## src/rtl/pts_pkg.sv

```systemverilog
// Shared definitions for the burst parallel-to-serial block: FSM state codes and FIFO sizing.
// Optional PARITY state is only reachable when PTS_PARITY_EN is defined.
package pts_pkg;

    typedef logic [1:0] pts_state_t;

    localparam pts_state_t ST_IDLE   = 2'd0;
    localparam pts_state_t ST_SHIFT  = 2'd1;
    localparam pts_state_t ST_PARITY = 2'd2;
    localparam pts_state_t ST_DONE   = 2'd3;

    // Occupancy counter must represent 0..depth inclusive.
    function automatic int cnt_w(input int depth);
        return $clog2(depth) + 1;
    endfunction

endpackage

```

## src/rtl/pts_word_fifo.sv

```systemverilog
// DATA_W x DEPTH synchronous word FIFO with combinational head read.
// A read and write on the same edge are both honoured, even when full.
module pts_word_fifo
    import pts_pkg::*;
#(
    parameter int DATA_W = 16,
    parameter int DEPTH  = 4
) (
    input  logic              clk,
    input  logic              rst,
    input  logic              wr_en,
    input  logic [DATA_W-1:0] wr_data,
    input  logic              rd_en,
    output logic [DATA_W-1:0] rd_data,
    output logic              full,
    output logic              empty
);

    localparam int PW = $clog2(DEPTH);
    localparam int CW = cnt_w(DEPTH);

    logic [DATA_W-1:0] mem_q [DEPTH];
    logic [DATA_W-1:0] mem_d [DEPTH];
    logic [PW-1:0]     wr_ptr_q, wr_ptr_d;
    logic [PW-1:0]     rd_ptr_q, rd_ptr_d;
    logic [CW-1:0]     count_q, count_d;
    logic              wr_ok;
    logic              rd_ok;

    assign full    = (count_q == CW'(DEPTH));
    assign empty   = (count_q == '0);
    assign rd_data = mem_q[rd_ptr_q];

    assign rd_ok = rd_en && !empty;
    assign wr_ok = wr_en && (!full || rd_ok);

    always_comb begin
        mem_d    = mem_q;
        wr_ptr_d = wr_ptr_q;
        rd_ptr_d = rd_ptr_q;
        count_d  = count_q;
        if (wr_ok) begin
            mem_d[wr_ptr_q] = wr_data;
            wr_ptr_d        = wr_ptr_q + PW'(1);
        end
        if (rd_ok) begin
            rd_ptr_d = rd_ptr_q + PW'(1);
        end
        if (wr_ok && !rd_ok) begin
            count_d = count_q + CW'(1);
        end else if (rd_ok && !wr_ok) begin
            count_d = count_q - CW'(1);
        end
    end

    always_ff @(posedge clk) begin
        if (rst) begin
            wr_ptr_q <= '0;
            rd_ptr_q <= '0;
            count_q  <= '0;
        end else begin
            wr_ptr_q <= wr_ptr_d;
            rd_ptr_q <= rd_ptr_d;
            count_q  <= count_d;
        end
    end

    // Storage needs no reset: stale entries are unreachable once the pointers clear.
    always_ff @(posedge clk) begin
        mem_q <= mem_d;
    end

endmodule

```

## src/rtl/burst_parallel_to_serial.sv

```systemverilog
// Buffers parallel MRAM words and shifts them out as one continuous serial burst.
// Define PTS_PARITY_EN to append an even-parity bit after every word.
//
//   state  | meaning
//   IDLE   | waiting for send_data with a non-empty buffer
//   SHIFT  | driving data bits of the current word
//   PARITY | driving the even-parity bit of the current word (PTS_PARITY_EN only)
//   DONE   | one-cycle end_of_transmission pulse
module burst_parallel_to_serial
    import pts_pkg::*;
#(
    parameter int DATA_W    = 16,
    parameter int DEPTH     = 4,
    parameter int MSB_FIRST = 1
) (
    input  logic              clk,
    input  logic              rst,
    input  logic              load,
    input  logic [DATA_W-1:0] data_in,
    input  logic              send_data,
    output logic              buf_full,
    output logic              buf_empty,
    output logic              overflow,
    output logic              busy,
    output logic              data_out,
    output logic              data_valid,
    output logic              word_done,
    output logic              end_of_transmission
);

    localparam int                BW       = (DATA_W > 2) ? $clog2(DATA_W) : 1;
    localparam logic [BW-1:0]     BIT_LAST = BW'(DATA_W - 1);

    pts_state_t        state_q, state_d;
    logic [DATA_W-1:0] shift_q, shift_d;
    logic [BW-1:0]     cnt_q, cnt_d;
    logic              overflow_q, overflow_d;
    logic              start_word;
    logic              fifo_full;
    logic              fifo_empty;
    logic [DATA_W-1:0] fifo_rd_data;
    logic [DATA_W-1:0] shift_next;
    logic              shift_bit;
`ifdef PTS_PARITY_EN
    logic              parity_q, parity_d;
`endif

    pts_word_fifo #(
        .DATA_W (DATA_W),
        .DEPTH  (DEPTH)
    ) u_fifo (
        .clk     (clk),
        .rst     (rst),
        .wr_en   (load),
        .wr_data (data_in),
        .rd_en   (start_word),
        .rd_data (fifo_rd_data),
        .full    (fifo_full),
        .empty   (fifo_empty)
    );

    assign shift_next = (MSB_FIRST != 0) ? {shift_q[DATA_W-2:0], 1'b0}
                                         : {1'b0, shift_q[DATA_W-1:1]};
    assign shift_bit  = (MSB_FIRST != 0) ? shift_q[DATA_W-1] : shift_q[0];

    always_comb begin
        state_d    = state_q;
        shift_d    = shift_q;
        cnt_d      = cnt_q;
        start_word = 1'b0;
`ifdef PTS_PARITY_EN
        parity_d   = parity_q;
`endif
        case (state_q)
            ST_IDLE: begin
                if (send_data && !fifo_empty) begin
                    start_word = 1'b1;
                end
            end
            ST_SHIFT: begin
                if (cnt_q == BIT_LAST) begin
`ifdef PTS_PARITY_EN
                    state_d = ST_PARITY;
`else
                    if (!fifo_empty) begin
                        start_word = 1'b1;
                    end else begin
                        state_d = ST_DONE;
                    end
`endif
                end else begin
                    cnt_d   = cnt_q + BW'(1);
                    shift_d = shift_next;
                end
            end
`ifdef PTS_PARITY_EN
            ST_PARITY: begin
                if (!fifo_empty) begin
                    start_word = 1'b1;
                end else begin
                    state_d = ST_DONE;
                end
            end
`endif
            ST_DONE: begin
                state_d = ST_IDLE;
            end
            default: begin
                state_d = ST_IDLE;
            end
        endcase

        // Word boundaries chain straight into the next buffered word with no gap.
        if (start_word) begin
            state_d = ST_SHIFT;
            shift_d = fifo_rd_data;
            cnt_d   = '0;
`ifdef PTS_PARITY_EN
            parity_d = ^fifo_rd_data;
`endif
        end
    end

    // A pop on the same edge frees a slot, so that load is not an overflow.
    assign overflow_d = overflow_q | (load && fifo_full && !start_word);

    always_ff @(posedge clk) begin
        if (rst) begin
            state_q    <= ST_IDLE;
            shift_q    <= '0;
            cnt_q      <= '0;
            overflow_q <= 1'b0;
`ifdef PTS_PARITY_EN
            parity_q   <= 1'b0;
`endif
        end else begin
            state_q    <= state_d;
            shift_q    <= shift_d;
            cnt_q      <= cnt_d;
            overflow_q <= overflow_d;
`ifdef PTS_PARITY_EN
            parity_q   <= parity_d;
`endif
        end
    end

    assign buf_full            = fifo_full;
    assign buf_empty           = fifo_empty;
    assign overflow            = overflow_q;
    assign end_of_transmission = (state_q == ST_DONE);

`ifdef PTS_PARITY_EN
    assign busy       = (state_q == ST_SHIFT) || (state_q == ST_PARITY);
    assign data_valid = busy;
    assign data_out   = (state_q == ST_SHIFT)  ? shift_bit :
                        (state_q == ST_PARITY) ? parity_q  : 1'b0;
    assign word_done  = (state_q == ST_PARITY);
`else
    assign busy       = (state_q == ST_SHIFT);
    assign data_valid = busy;
    assign data_out   = (state_q == ST_SHIFT) ? shift_bit : 1'b0;
    assign word_done  = (state_q == ST_SHIFT) && (cnt_q == BIT_LAST);
`endif

endmodule

```

## config.mk

```make
export PLATFORM = sky130hd
export DESIGN_NAME = burst_parallel_to_serial
export DESIGN_NICKNAME = d
export VERILOG_FILES = /design/src/rtl/pts_pkg.sv /design/src/rtl/pts_word_fifo.sv /design/src/rtl/burst_parallel_to_serial.sv
export SDC_FILE = /design/constraint.sdc
export NUM_CORES = 1
export LEC_CHECK = 0
export CORE_MARGIN = 3
export CORE_UTILIZATION = 45
export DETAILED_ROUTE_END_ITERATION = 7
export GPL_TIMING_DRIVEN = 0
export PLACE_DENSITY = 0.62
export SKIP_LAST_GASP = 1
export SYNTH_ARGS = -nofsm -noshare
export SYNTH_HDL_FRONTEND = slang
export SYNTH_SLANG_ARGS = --single-unit
```

## constraint.sdc

```tcl
create_clock -name clk -period 7.03 [get_ports clk]
set_input_delay 2.109 -clock clk [delete_from_list [all_inputs] [get_ports clk]]
set_output_delay 2.109 -clock clk [all_outputs]
set_load 0.005 [all_outputs]
```

==> impl_metrics.yaml <==
routing:
  drt_iter0_markers: 108
  vias: 2098
  wl_per_cell_um: 16.4
  routed_wl_um: 6470
  drcViolationCount: 0
  avgViaCountPerCell: 5.31
  drt_first_pass_iters: 4
  antenna_left: 0
place:
  numPortBuffers: 27
  hpwl_um: 4160
  gp_congestion: 0.743
logic_synthesis:
  synth_cells: 250
  synth_area_um2: 3740
  synthArstFlopShare_pct: 0
  synth_edf_count: 64
  yosysWarnings: 0
  ys.flop_type: "edfxtp_1"
  yosysMostFrequentCell: "edfxtp_1"
  syn-mean-instance-area_um2: 15.0
  synth.area.top_cells: "edfxtp_1 51%, dfxtp_1 16%, mux4_2 9.6%"
  ys_ff_latch: 94
  yosys-top-cells-count: "64 x edfxtp_1, 30 x dfxtp_1, 28 x nand2_1"
  synth_top_area_share_pct: 51.3
  ys_seq_area_share_pct: 67.4
  ys_types: 37
  syn-num-nets: 277
  synth_top_area_cell: "edfxtp_1"
die:
  die_w_um: 97.2
  rows: 32
  core-area_um2: 7890
  fp.dieH_um: 97.2
  die_area_um2: 9450
  start_util_pct: 47.5
  io_pins: 28
cts:
  post-cts-setup-buffer-count: 0
  clkTransAtPathRegs_ns: 0.09
  post_cts_resized: 0
  cts_made_buffers: 9
  clock_sinks: 94
  root_buffer: "clkbuf_8"
  cts_max_path_buffers: 2
  holdBufCountCts: 0
  cts_tree: "done"
  htreeDepth: 3
  clock_latency_ns: 0.35
layout:
  syn2layout_area_growth_pct: 15.3
  seq_area_um2: 2520
  fillers: 643
  fin_nets: 315
  drive_gt1_share_pct: 15.4
  multi_input_comb_area_um2: 1130
  antenna_cells: 0
job:
  drv_cap: 0
grt:
  antenna_found_initial: 0
  grt_usage_pct: 14.9
  grt_max_degree: 17
  grt_pass1_wl_um: 10900
  gr-total-overflow: 0
  grt_pass1_vias: 2102
hold_path:
  min_path_type: "reg -> reg"
critical_path:
  end_kind: "flip-flop"
  crit_cells: 11
  cp_num_buf_inv: 3
  r2r_end: "u_fifo.count_q[2]"
  crit_path_max_incr_delay_ns: 0.57
  rr_startpoint: "cnt_q[0]"
  crit_end: "u_fifo.count_q[2]"
  cp_slowest_cell: "a211oi_4"
  crit_fanout: 10
  crit_start: "send_data"
  start_kind: "primary input"
  crit_type: "in -> reg"
  rrSetupSlack_ns: 4.00
  reg2reg_depth: 11
  worstPathArrival_ns: 4.86
  crit_chain: "clkdlybuf4s50_1 > nand2b_1 > a211oi_4 > inv_4 > a21boi_4 > ha_1 > inv_1 > fa_1 > xor2_1 > or3_1 > a21oi_1"
  required_ns: 7.31
  crit_family: "compound AO/OA/AOI/OAI gates"
timing:
  max-slew-margin-rel_pct: 38.1
  finalSetupViolCount: 0
  tightest_slew_ns: 0.929
  min_period_over_period_pct: 65.1
  fin_crit_ns: 4.57
  fmaxAchievable_mhz: 219
  maxSlewViolCount: 0
  rsz0062_at_grt: "false"
  finalHoldViolations: 0
  skew_ns: 0.00562
  fin_tns_setup_ns: 0
power:
  finalPower_w: 0.00145
  p_leak_nw: 1.43
  worst_ir_drop_vdd_uv: 179
  power_density_nw_per_um2: 336
run_status:
  outcome: "finished, final reports clean"
## per-stage QoR
step | hold WS, ns | util [%] | cell area (µm²) | instances | setup WS (ns)
floorplan | 0.439 | - | 3740 | 250 | 2.84
global placement | 0.447 | 52.5 | 4140 | 379 | 2.11
detailed placement | 0.463 | 52.5 | 4140 | 379 | 2.12
CTS | 0.475 | 54.7 | 4320 | 395 | 2.49
global route | 0.501 | 54.7 | 4320 | 395 | 2.29
finish | 0.474 | 54.7 | 4320 | 395 | 2.46
## how the worst min path moves through the flow
stage	cells past startpoint	from	slack [ns]	to
4_1_cts	2	shift_q[13]	0.47	shift_q[13]
5_1_grt	2	shift_q[2]	0.50	shift_q[3]
6_report	2	shift_q[13]	0.47	shift_q[13]
3_5_place_dp	2	shift_q[13]	0.46	shift_q[13]
2_1_floorplan	2	shift_q[15]	0.44	shift_q[15]
3_3_place_gp	2	overflow	0.45	overflow
## layout by cell type, fill, tap and decap left out, types with 7 or more instances in the layout
| cell type | count |
|---|---|
| a311oi_1 | 13 |
| and2_1 | 7 |
| clkbuf_1 | 7 |
| clkbuf_8 | 10 |
| clkdlybuf4s50_1 | 27 |
| dfxtp_1 | 30 |
| edfxtp_1 | 64 |
| mux4_2 | 16 |
| nand2_1 | 28 |
| nor2_1 | 20 |
## worst register-to-register path, stage by stage, from the launching register on
cell	delay, ns
dfxtp_1	0.40
ha_1	0.24
nand4_2	0.14
a211oi_4	0.56
inv_4	0.13
a21boi_4	0.26
ha_1	0.22
inv_1	0.06
fa_1	0.37
xor2_1	0.16
or3_1	0.30
a21oi_1	0.13
## sequential cells by signal (all words and copies together), names as in the netlist
register and flops:
cnt_q 4, overflow 1, shift_q 16, state_q 2, u_fifo.count_q 3, u_fifo.mem_q 64
u_fifo.rd_ptr_q 2, u_fifo.wr_ptr_q 2
## power by group
| group | internal (W) | switching, W |
|---|---|---|
| registers | 0.000683 | 0.0000417 |
| clock network | 0.000138 | 0.000178 |
| logic | 0.000191 | 0.000220 |
## metal layers
| metal | track usage (%) | vias to the layer above | share of wire [%] |
|---|---|---|---|
| met4 | 4.58 | 0 | 0.91 |
| met3 | 4.88 | 4 | 4.0 |
| li1 | - | 1010 | - |
| met2 | 22.3 | 41 | 48 |
| met5 | 0 | - | 0 |
| met1 | 21.0 | 1043 | 47 |
## cells by family after synthesis
group / after synthesis / synth area share (%)
and+or+nand+nor: 78 / 9.99
AOI/OAI and AO/OA: 26 / 5.71
xor gates and xnor gates: 5 / 1.17
adders and majority gates: 7 / 2.54
muxes: 20 / 10.7
DFF: 94 / 67.4
buffers and inverters: 20 / 2.51
## layout make-up
cell class / instances / share of cell area, %
Timing Repair Buffer: 27 / 6.26
Multi-Input combinational cell: 136 / 26.1
Inverter: 5 / 0.493
Tap cell: 102 / 2.96
Buffer: 15 / 1.68
Sequential cell: 94 / 58.4
Clock buffer: 11 / 3.27
Clock inverter: 5 / 0.782
Note: power is estimated with default switching activity, not from simulation.
